**config.mk**
```make
export PLATFORM = sky130hd
export DESIGN_NAME = fixp_pipe_adder
export DESIGN_NICKNAME = d
export VERILOG_FILES = /design/src/rtl/fixp_acc_pkg.sv /design/src/rtl/fixp_seg_stage.sv /design/src/rtl/fixp_pipe_adder.sv
export SDC_FILE = /design/constraint.sdc
export NUM_CORES = 2
export LEC_CHECK = 0
export CORE_UTILIZATION = 57
export CTS_CLUSTER_DIAMETER = 100
export CTS_CLUSTER_SIZE = 30
export DETAILED_ROUTE_END_ITERATION = 8
export GPL_TIMING_DRIVEN = 0
export PLACE_DENSITY_LB_ADDON = 0.12
export RECOVER_POWER = 50
export SYNTH_ARGS = -nofsm -noshare
export SYNTH_HDL_FRONTEND = slang
export SYNTH_HIERARCHICAL = 1
export SYNTH_SLANG_ARGS = --single-unit
export TNS_END_PERCENT = 30
```
**constraint.sdc**
```tcl
create_clock -name axis_aclk -period 3 [get_ports axis_aclk]
set_input_delay 0.6 -clock axis_aclk [delete_from_list [all_inputs] [get_ports axis_aclk]]
set_output_delay 0.6 -clock axis_aclk [all_outputs]
set_load 0.01 [all_outputs]
```
**src/rtl/fixp_acc_pkg.sv**
```systemverilog
// rtl/fixp_acc_pkg.sv - shared types, widths and overflow rule for the fixp_acc datapath
package fixp_acc_pkg;

    localparam int FIXP_WIDTH = 128;
    localparam int FIXP_SEG_W = 32;
    localparam int FIXP_TAG_W = 16;

    typedef struct packed {
        logic [FIXP_WIDTH-1:0] a;
        logic [FIXP_WIDTH-1:0] b_eff;
        logic                  cin;
        logic [FIXP_TAG_W-1:0] tag;
        logic                  valid;
    } fixp_beat_t;

    // Same-sign operands whose result sign differs from them.
    function automatic logic fixp_ovf(input logic a_msb, input logic b_msb, input logic s_msb);
        return (a_msb == b_msb) && (s_msb != a_msb);
    endfunction

endpackage

```
**src/rtl/fixp_seg_stage.sv**
```systemverilog
// rtl/fixp_seg_stage.sv - one SEG_W-bit segment adder with carry, valid and skew registers
module fixp_seg_stage #(
    parameter int WIDTH = 128,
    parameter int SEG_W = 32,
    parameter int TAG_W = 16,
    parameter int K     = 0
) (
    input  logic             clk,
    input  logic             rst_n,
    input  logic             en,
    input  logic             in_valid,
    input  logic [WIDTH-1:0] in_a,
    input  logic [WIDTH-1:0] in_b,
    input  logic [WIDTH-1:0] in_sum,
    input  logic             in_carry,
    input  logic [TAG_W-1:0] in_tag,
    output logic             out_valid,
    output logic [WIDTH-1:0] out_a,
    output logic [WIDTH-1:0] out_b,
    output logic [WIDTH-1:0] out_sum,
    output logic             out_carry,
    output logic [TAG_W-1:0] out_tag
);

    logic [SEG_W:0]   seg;
    logic [WIDTH-1:0] sum_nx;

    always_comb begin
        seg = {1'b0, in_a[K*SEG_W +: SEG_W]} + {1'b0, in_b[K*SEG_W +: SEG_W]}
            + {{SEG_W{1'b0}}, in_carry};
        sum_nx = in_sum;
        sum_nx[K*SEG_W +: SEG_W] = seg[SEG_W-1:0];
    end

    // Operands keep travelling so later segments and the sign bits stay aligned.
    always_ff @(posedge clk or negedge rst_n) begin
        if (!rst_n) begin
            out_valid <= 1'b0;
            out_a     <= '0;
            out_b     <= '0;
            out_sum   <= '0;
            out_carry <= 1'b0;
            out_tag   <= '0;
        end else if (en) begin
            out_valid <= in_valid;
            out_a     <= in_a;
            out_b     <= in_b;
            out_sum   <= sum_nx;
            out_carry <= seg[SEG_W];
            out_tag   <= in_tag;
        end
    end

endmodule

```
**src/rtl/fixp_pipe_adder.sv**
```systemverilog
// rtl/fixp_pipe_adder.sv - segmented pipelined add/sub with stream handshake and overflow flag
module fixp_pipe_adder
    import fixp_acc_pkg::*;
#(
    parameter int WIDTH = FIXP_WIDTH,
    parameter int SEG_W = FIXP_SEG_W,
    parameter int TAG_W = FIXP_TAG_W
) (
    input  logic             axis_aclk,
    input  logic             mod_rstn,
    input  logic             s_valid,
    output logic             s_ready,
    input  logic [WIDTH-1:0] s_a,
    input  logic [WIDTH-1:0] s_b,
    input  logic             s_sub,
    input  logic             s_cin,
    input  logic [TAG_W-1:0] s_tag,
    output logic             m_valid,
    input  logic             m_ready,
    output logic [WIDTH:0]   m_sum,
    output logic             m_ovf,
    output logic [TAG_W-1:0] m_tag
);

    localparam int NSEG = WIDTH / SEG_W;

    if ((SEG_W < 1) || (WIDTH % SEG_W != 0)) begin : g_param_err
        $error("fixp_pipe_adder: WIDTH must be a positive multiple of SEG_W");
    end

    logic             v_bus [0:NSEG];
    logic [WIDTH-1:0] a_bus [0:NSEG];
    logic [WIDTH-1:0] b_bus [0:NSEG];
    logic [WIDTH-1:0] s_bus [0:NSEG];
    logic             c_bus [0:NSEG];
    logic [TAG_W-1:0] t_bus [0:NSEG];

    logic en;
    logic rdy_q;

    // Keeps s_ready low until the first clock edge after reset release.
    always_ff @(posedge axis_aclk or negedge mod_rstn) begin
        if (!mod_rstn) rdy_q <= 1'b0;
        else           rdy_q <= 1'b1;
    end

    assign en      = ~m_valid | m_ready;
    assign s_ready = rdy_q & en;

    assign v_bus[0] = s_valid & s_ready;
    assign a_bus[0] = s_a;
    assign b_bus[0] = s_sub ? ~s_b : s_b;
    assign s_bus[0] = '0;
    assign c_bus[0] = s_sub ? ~s_cin : s_cin;
    assign t_bus[0] = s_tag;

    for (genvar k = 0; k < NSEG; k++) begin : g_stage
        fixp_seg_stage #(
            .WIDTH (WIDTH),
            .SEG_W (SEG_W),
            .TAG_W (TAG_W),
            .K     (k)
        ) u_stage (
            .clk       (axis_aclk),
            .rst_n     (mod_rstn),
            .en        (en),
            .in_valid  (v_bus[k]),
            .in_a      (a_bus[k]),
            .in_b      (b_bus[k]),
            .in_sum    (s_bus[k]),
            .in_carry  (c_bus[k]),
            .in_tag    (t_bus[k]),
            .out_valid (v_bus[k+1]),
            .out_a     (a_bus[k+1]),
            .out_b     (b_bus[k+1]),
            .out_sum   (s_bus[k+1]),
            .out_carry (c_bus[k+1]),
            .out_tag   (t_bus[k+1])
        );
    end

    assign m_valid = v_bus[NSEG];
    assign m_sum   = {c_bus[NSEG], s_bus[NSEG]};
    assign m_ovf   = fixp_ovf(a_bus[NSEG][WIDTH-1], b_bus[NSEG][WIDTH-1], s_bus[NSEG][WIDTH-1]);
    assign m_tag   = t_bus[NSEG];

endmodule

```
# Yosys cells after proc, flatten, opt, wreduce, memory -nomap -nowiden
# Cells that the tools add are included.
# word_totals
register_bits	1417
latch_bits	0
ramBits	0
mem_bits_ro	0
out_inout_bits	148
mem_count	0
# op_classes
add_sub_neg	8
multipliers	0
div_mod_pow	0
magnitude_cmp	0
eq_ne	2
n_shift	0
muxes	2
bitwise	6
reduce_logical	1
# ops
op	count
$add 32x32->33	4
$add 33x1->33	4
$mux 128	1
$not 128->128	1
$and 1x1->1	2
$not 1->1	2
$eq 1x1->1	1
$logic_and 1x1->1	1
$mux 1	1
$ne 1x1->1	1
$or 1x1->1	1

# Depth between registers and ports, before layout
# logic_depth
word_depth	4
depth_mapped	13
ltp_nobuf	10

# Cells and area by module
# Netlist, hierarchy kept.
# by_module_without_submodules
module	n_inst	cells_each	area_per_inst_um2	seq_area_each_um2
fixp_seg_stage at g_stage[1].u_stage	1	1128	16707.3	10059.6
fixp_seg_stage at g_stage[2].u_stage	1	1122	16676.0	10059.6
fixp_seg_stage at g_stage[0].u_stage	1	1108	16559.6	10059.6
fixp_seg_stage at g_stage[3].u_stage	1	1127	16553.4	10059.6
fixp_pipe_adder	1	154	1466.4	25.0

# Worst setup path after synthesis
# OpenSTA, ideal clock, no wires.
# synth_timing
path_type	input-to-reg
startpoint	in s_sub
endpoint	reg g_stage[0].u_stage.out_sum[26]
setup_time_ps	125
t_arrival_ps	3265
path_slack_ps	-389
cell_stages	12
path_buffers	2
cell_sequence	buf_4 -> buf_6 -> xor2_1 -> fa_1 -> fa_1 -> a21oi_1 -> o211ai_1 -> a21oi_2 -> o21ai_2 -> a311o_1 -> xor2_1 -> mux2_2
# synth_lines
element	line_no	rtl
from (decl)	fixp_pipe_adder.sv:15	input logic s_sub,
to (signal assigned)	fixp_seg_stage.sv:48	out_sum <= sum_nx;
to (decl)	fixp_seg_stage.sv:20	output logic [WIDTH-1:0] out_sum,

# Final worst setup path
# layout_timing
startpoint	in m_ready
endpoint	reg g_stage[0].u_stage.out_b[92]
# layout_between
elab_chain_cells	1
# layout_lines
element	line_no	rtl
from (decl)	fixp_pipe_adder.sv:19	input logic m_ready,
$or 1x1->1	fixp_pipe_adder.sv:47	assign en = ~m_valid | m_ready;
via en	fixp_pipe_adder.sv:38	logic en;
to (signal assigned)	fixp_seg_stage.sv:47	out_b <= in_b;
to (decl)	fixp_seg_stage.sv:19	output logic [WIDTH-1:0] out_b,
# The timed path passes the listed nets, and every way through them passes these cells.
# A chain may end at the register's enable or synchronous reset.

==> report_table.html <==
<table>
<tr><th>Metric</th><th>Value</th></tr>
<tr><th colspan="2">Run status</th></tr>
<tr><td>Outcome</td><td>complete, but fails checks</td></tr>
<tr><td>Violations in the final reports</td><td>negative setup slack</td></tr>
<tr><th colspan="2">Critical path</th></tr>
<tr><td>Ordered cell list for the critical path</td><td>clkdlybuf4s50_1 -&gt; nand2b_2 -&gt; clkbuf_1 -&gt; clkbuf_2 -&gt; clkbuf_1 -&gt; mux2_2</td></tr>
<tr><td>Required arrival time at the worst endpoint</td><td>3.52 ns</td></tr>
<tr><td>Worst R2R Path Depth</td><td>10</td></tr>
<tr><td>Crit-path slowest cell</td><td>clkbuf_1</td></tr>
<tr><td>Reg2reg start</td><td>g_stage[2].u_stage/out_carry</td></tr>
<tr><td>Crit end category</td><td>register</td></tr>
<tr><td>Critical setup path kind</td><td>in -&gt; reg</td></tr>
<tr><td>Critical path launch point type</td><td>input pin</td></tr>
<tr><td>CP Max Fanout</td><td>10</td></tr>
<tr><td>R2R setup slack</td><td>0.02 ns</td></tr>
<tr><td>Most numerous cell on the critical path</td><td>clkbuf_1</td></tr>
<tr><td>Stage delay of the slowest cell on the critical path</td><td>0.60 ns</td></tr>
<tr><td>Critical R2R Capture</td><td>g_stage[3].u_stage/out_sum[118]</td></tr>
<tr><td>Arrival time of the worst setup path</td><td>3.53 ns</td></tr>
<tr><th colspan="2">CTS</th></tr>
<tr><td>Clock sink count</td><td>779</td></tr>
<tr><td>TritonCTS buffer count</td><td>30</td></tr>
<tr><td>Clock latency on the worst-skew pair</td><td>0.64 ns</td></tr>
<tr><td>Max H-tree Level</td><td>1</td></tr>
<tr><td>Clock root buffer master</td><td>clkbuf_16</td></tr>
<tr><td>Clock Path Buffers</td><td>3</td></tr>
<tr><td>Clock-pin slew reported for the worst setup and hold paths after clock tree synthesis</td><td>0.10 ns</td></tr>
<tr><td>CTS tree</td><td>built</td></tr>
<tr><th colspan="2">Power and ir drop</th></tr>
<tr><td>Sw frac</td><td>0.3706</td></tr>
<tr><td>Sequential fraction of design power</td><td>0.398</td></tr>
<tr><td>P_int</td><td>27,120 µW</td></tr>
<tr><td>Comb pwr share</td><td>0.484</td></tr>
<tr><td>Fraction of power consumed by the clock network</td><td>0.117</td></tr>
<tr><td>P per Cell Area</td><td>976.0 nW/µm²</td></tr>
<tr><td>Highest ir drop seen on vdd</td><td>0.6013 mV</td></tr>
<tr><td>Power spent charging and discharging nets</td><td>15,970 µW</td></tr>
<tr><td>Static leakage</td><td>0.01881 µW</td></tr>
<tr><th colspan="2">Routing</th></tr>
<tr><td>Final wirelength</td><td>92,120 µm</td></tr>
<tr><td>Via-to-Cell Ratio</td><td>5.774</td></tr>
<tr><td>DRC viols</td><td>0</td></tr>
<tr><td>Number of nets still failing antenna checks after routing</td><td>0</td></tr>
<tr><td>Total vias in the final route</td><td>24,530</td></tr>
<tr><td>Number of detailed-routing iterations run before antenna repair</td><td>5</td></tr>
<tr><td>Average routed wire per standard cell</td><td>21.69 µm</td></tr>
<tr><td>Starting DRT DRC Count</td><td>1,545</td></tr>
<tr><th colspan="2">STA</th></tr>
<tr><td>Setup repair after global routing missed its margin</td><td>yes</td></tr>
<tr><td>Clock period minus final worst setup slack</td><td>3.012 ns</td></tr>
<tr><td>Post-layout worst setup margin</td><td>-0.01187 ns</td></tr>
<tr><td>Highest attainable clock frequency</td><td>0.3320 GHz</td></tr>
<tr><td>Worst slew margin</td><td>0.1071</td></tr>
<tr><td>Transition time of the tightest slew-check pin</td><td>1.339 ns</td></tr>
<tr><td>Maximum clock skew at final layout</td><td>0.01917 ns</td></tr>
<tr><td>Max-slew violations</td><td>0</td></tr>
<tr><td>Hold violation total from the final report</td><td>0</td></tr>
<tr><td>Endpoints failing setup</td><td>5</td></tr>
<tr><td>Crit share post-route</td><td>1.004</td></tr>
<tr><th colspan="2">Floorplanning</th></tr>
<tr><td>Vertical die dimension</td><td>258.7 µm</td></tr>
<tr><td>Core footprint</td><td>64,810 µm²</td></tr>
<tr><td>Starting utilization of the core area</td><td>0.5794</td></tr>
<tr><td>Number of placement rows</td><td>93</td></tr>
<tr><td>Die area</td><td>66,910 µm²</td></tr>
<tr><td>Horizontal die dimension</td><td>258.7 µm</td></tr>
<tr><td>Total I/O pin count</td><td>426</td></tr>
<tr><th colspan="2">Global route</th></tr>
<tr><td>Antenna violations before repair</td><td>25</td></tr>
<tr><td>GR Overflow Total</td><td>0</td></tr>
<tr><td>All-layer global routing usage</td><td>0.2748</td></tr>
<tr><td>Pin count of the biggest net entering global routing</td><td>127</td></tr>
<tr><td>Global-route wire length before repair</td><td>143,800 µm</td></tr>
<tr><td>Vias in the first global route</td><td>25,290</td></tr>
<tr><th colspan="2">Final layout</th></tr>
<tr><td>Total of fill cells in the finished design</td><td>4,658</td></tr>
<tr><td>Count of non-filler cells in the finished layout</td><td>4,248</td></tr>
<tr><td>Number of nets in the finished design</td><td>3,788</td></tr>
<tr><td>Area of the multi-input gates</td><td>17,050 µm²</td></tr>
<tr><td>Post-Route Utilization</td><td>0.6812</td></tr>
<tr><td>P&amp;R area growth vs syn</td><td>17.58%</td></tr>
<tr><td>FF/Latch Area</td><td>19,490 µm²</td></tr>
<tr><td>Fraction of final layout cells sized beyond drive strength 1</td><td>0.2720</td></tr>
<tr><th colspan="2">Synthesis</th></tr>
<tr><td>Post-Syn Area</td><td>37,550 µm²</td></tr>
<tr><td>Number of warnings issued by yosys</td><td>6</td></tr>
<tr><td>Number of nets produced by synthesis</td><td>3,310</td></tr>
<tr><td>Cells after synthesis</td><td>2,900</td></tr>
<tr><td>Average footprint of a synthesized cell</td><td>12.95 µm²</td></tr>
<tr><th colspan="2">Min path</th></tr>
<tr><td>Hold endpoint</td><td>g_stage[0].u_stage/out_sum[5]</td></tr>
<tr><td>Hold/Removal Path Class</td><td>reg -&gt; reg</td></tr>
<tr><td>Startpoint of the worst hold path</td><td>g_stage[0].u_stage/out_sum[5]</td></tr>
<tr><td>Worst hold path depth</td><td>1</td></tr>
<tr><th colspan="2">Run</th></tr>
<tr><td>Max-cap viol count</td><td>0</td></tr>
<tr><th colspan="2">Place</th></tr>
<tr><td>HPWL Detailed</td><td>70,840 µm</td></tr>
<tr><td>Final weighted congestion of routability-driven global placement</td><td>0.8901</td></tr>
<tr><td>Number of port buffers</td><td>424</td></tr>
<tr><td>Placed insts</td><td>4,186</td></tr>
</table>
==> worst max path at each step <==
stage / slack [ns] / endpoint / startpoint / cells past startpoint
after floorplan: -0.26 / g_stage[0].u_stage/out_sum[26] / s_sub / 12
final: -0.01 / g_stage[0].u_stage/out_b[92] / m_ready / 6
after global placement: -31.50 / g_stage[0].u_stage/out_a[87] / mod_rstn / 1
after CTS: -0.09 / g_stage[0].u_stage/out_sum[26] / s_b[0] / 11
after detailed placement: -1.32 / g_stage[0].u_stage/out_b[87] / m_ready / 6
after global routing: -0.12 / g_stage[3].u_stage/out_sum[118] / g_stage[2].u_stage/out_carry / 10
==> sequential cells by signal, summed over array words and instances (netlist names) <==
name and count:
g_stage.u_stage/out_sum 320, g_stage.u_stage/out_a 193, g_stage.u_stage/out_b 193, g_stage.u_stage/out_tag 64
g_stage.u_stage/out_carry 4, g_stage.u_stage/out_valid 4, rdy_q 1
==> area by class of cell <==
cell class / instances / area share
diodes: 11 / 0.0006235
plain buffers: 153 / 0.02120
clock buffers: 32 / 0.01788
clock inverters: 4 / 0.0009352
inverters: 49 / 0.004166
multi-input cells: 1919 / 0.3861
flip-flops and latches: 779 / 0.4415
well taps: 855 / 0.02423
repair buffers: 446 / 0.1034
==> stage by stage <==
stage	area, µm²	TNS (ns)	power, µW	setup slack, ns	hold WS [ns]
6_report	44150	-0.02873	43090	-0.01187	0.4936
3_3_place_gp	42890	-	37620	-31.50	0.4626
2_1_floorplan	37580	-0.3980	30820	-0.2613	0.3044
5_1_grt	44150	-0.3528	46000	-0.1198	0.5098
4_1_cts	43980	-0.1695	43490	-0.09042	0.4947
3_5_place_dp	43090	-587.20	38250	-1.325	0.4664
==> critical path, delay by kind of cell <==
| family | cells | cell delay (ns) |
|---|---|---|
| buf+inv | 4 | 2.10 |
| simple gates | 1 | 0.40 |
| mux | 1 | 0.41 |
==> layout by cell type (no fill, tap or decap), types with 14 or more instances in the layout <==
| cell | n |
|---|---|
| o21a_1 | 17 |
| mux2_2 | 733 |
| a21oi_1 | 136 |
| a211oi_1 | 16 |
| xor2_1 | 149 |
| inv_1 | 48 |
| and3_1 | 15 |
| clkbuf_16 | 31 |
| nor2_1 | 98 |
| nand2_1 | 105 |
| xnor2_1 | 73 |
| nor3_1 | 19 |
| clkbuf_1 | 92 |
| nand3_1 | 24 |
| buf_4 | 23 |
| and2_1 | 14 |
| o21ai_0 | 61 |
| a21o_1 | 39 |
| dfrtp_1 | 779 |
| a31oi_1 | 22 |
| ha_1 | 124 |
| nand4_1 | 31 |
| dlygate4sd3_1 | 147 |
| nor2b_1 | 14 |
| clkdlybuf4s50_1 | 276 |
==> power groups by stage <==
| stage | clock network [µW] | registers [µW] | logic [µW] |
|---|---|---|---|
| finish | 5060 | 17200 | 20900 |
| detailed placement | 0 | 17400 | 20800 |
| CTS | 5230 | 17200 | 21000 |
| floorplan | 0 | 16900 | 13900 |
| global placement | 0 | 17400 | 20300 |
| global route | 5560 | 17700 | 22800 |
==> what timing repair did <==
item                                    4_1_cts  5_1_grt
cloned                                        0        1
hold buffers                                  1        0
gates resized for setup                      13       21
pin swaps                                     6       20
endpoints found under the hold margin        58        0
endpoints found under the setup margin      540      143
buffers inserted                              1       12
==> metal layers <==
| layer | vias to the layer above | GRT usage | share of wire |
|---|---|---|---|
| li1 | 11340 | - | - |
| met1 | 12450 | 0.3809 | 0.44 |
| met2 | 589 | 0.4488 | 0.48 |
| met3 | 128 | 0.05106 | 0.056 |
| met4 | 24 | 0.06591 | 0.024 |
| met5 | - | 0 | 0.0016 |
No activity file was read; power rests on OpenSTA's default activity.
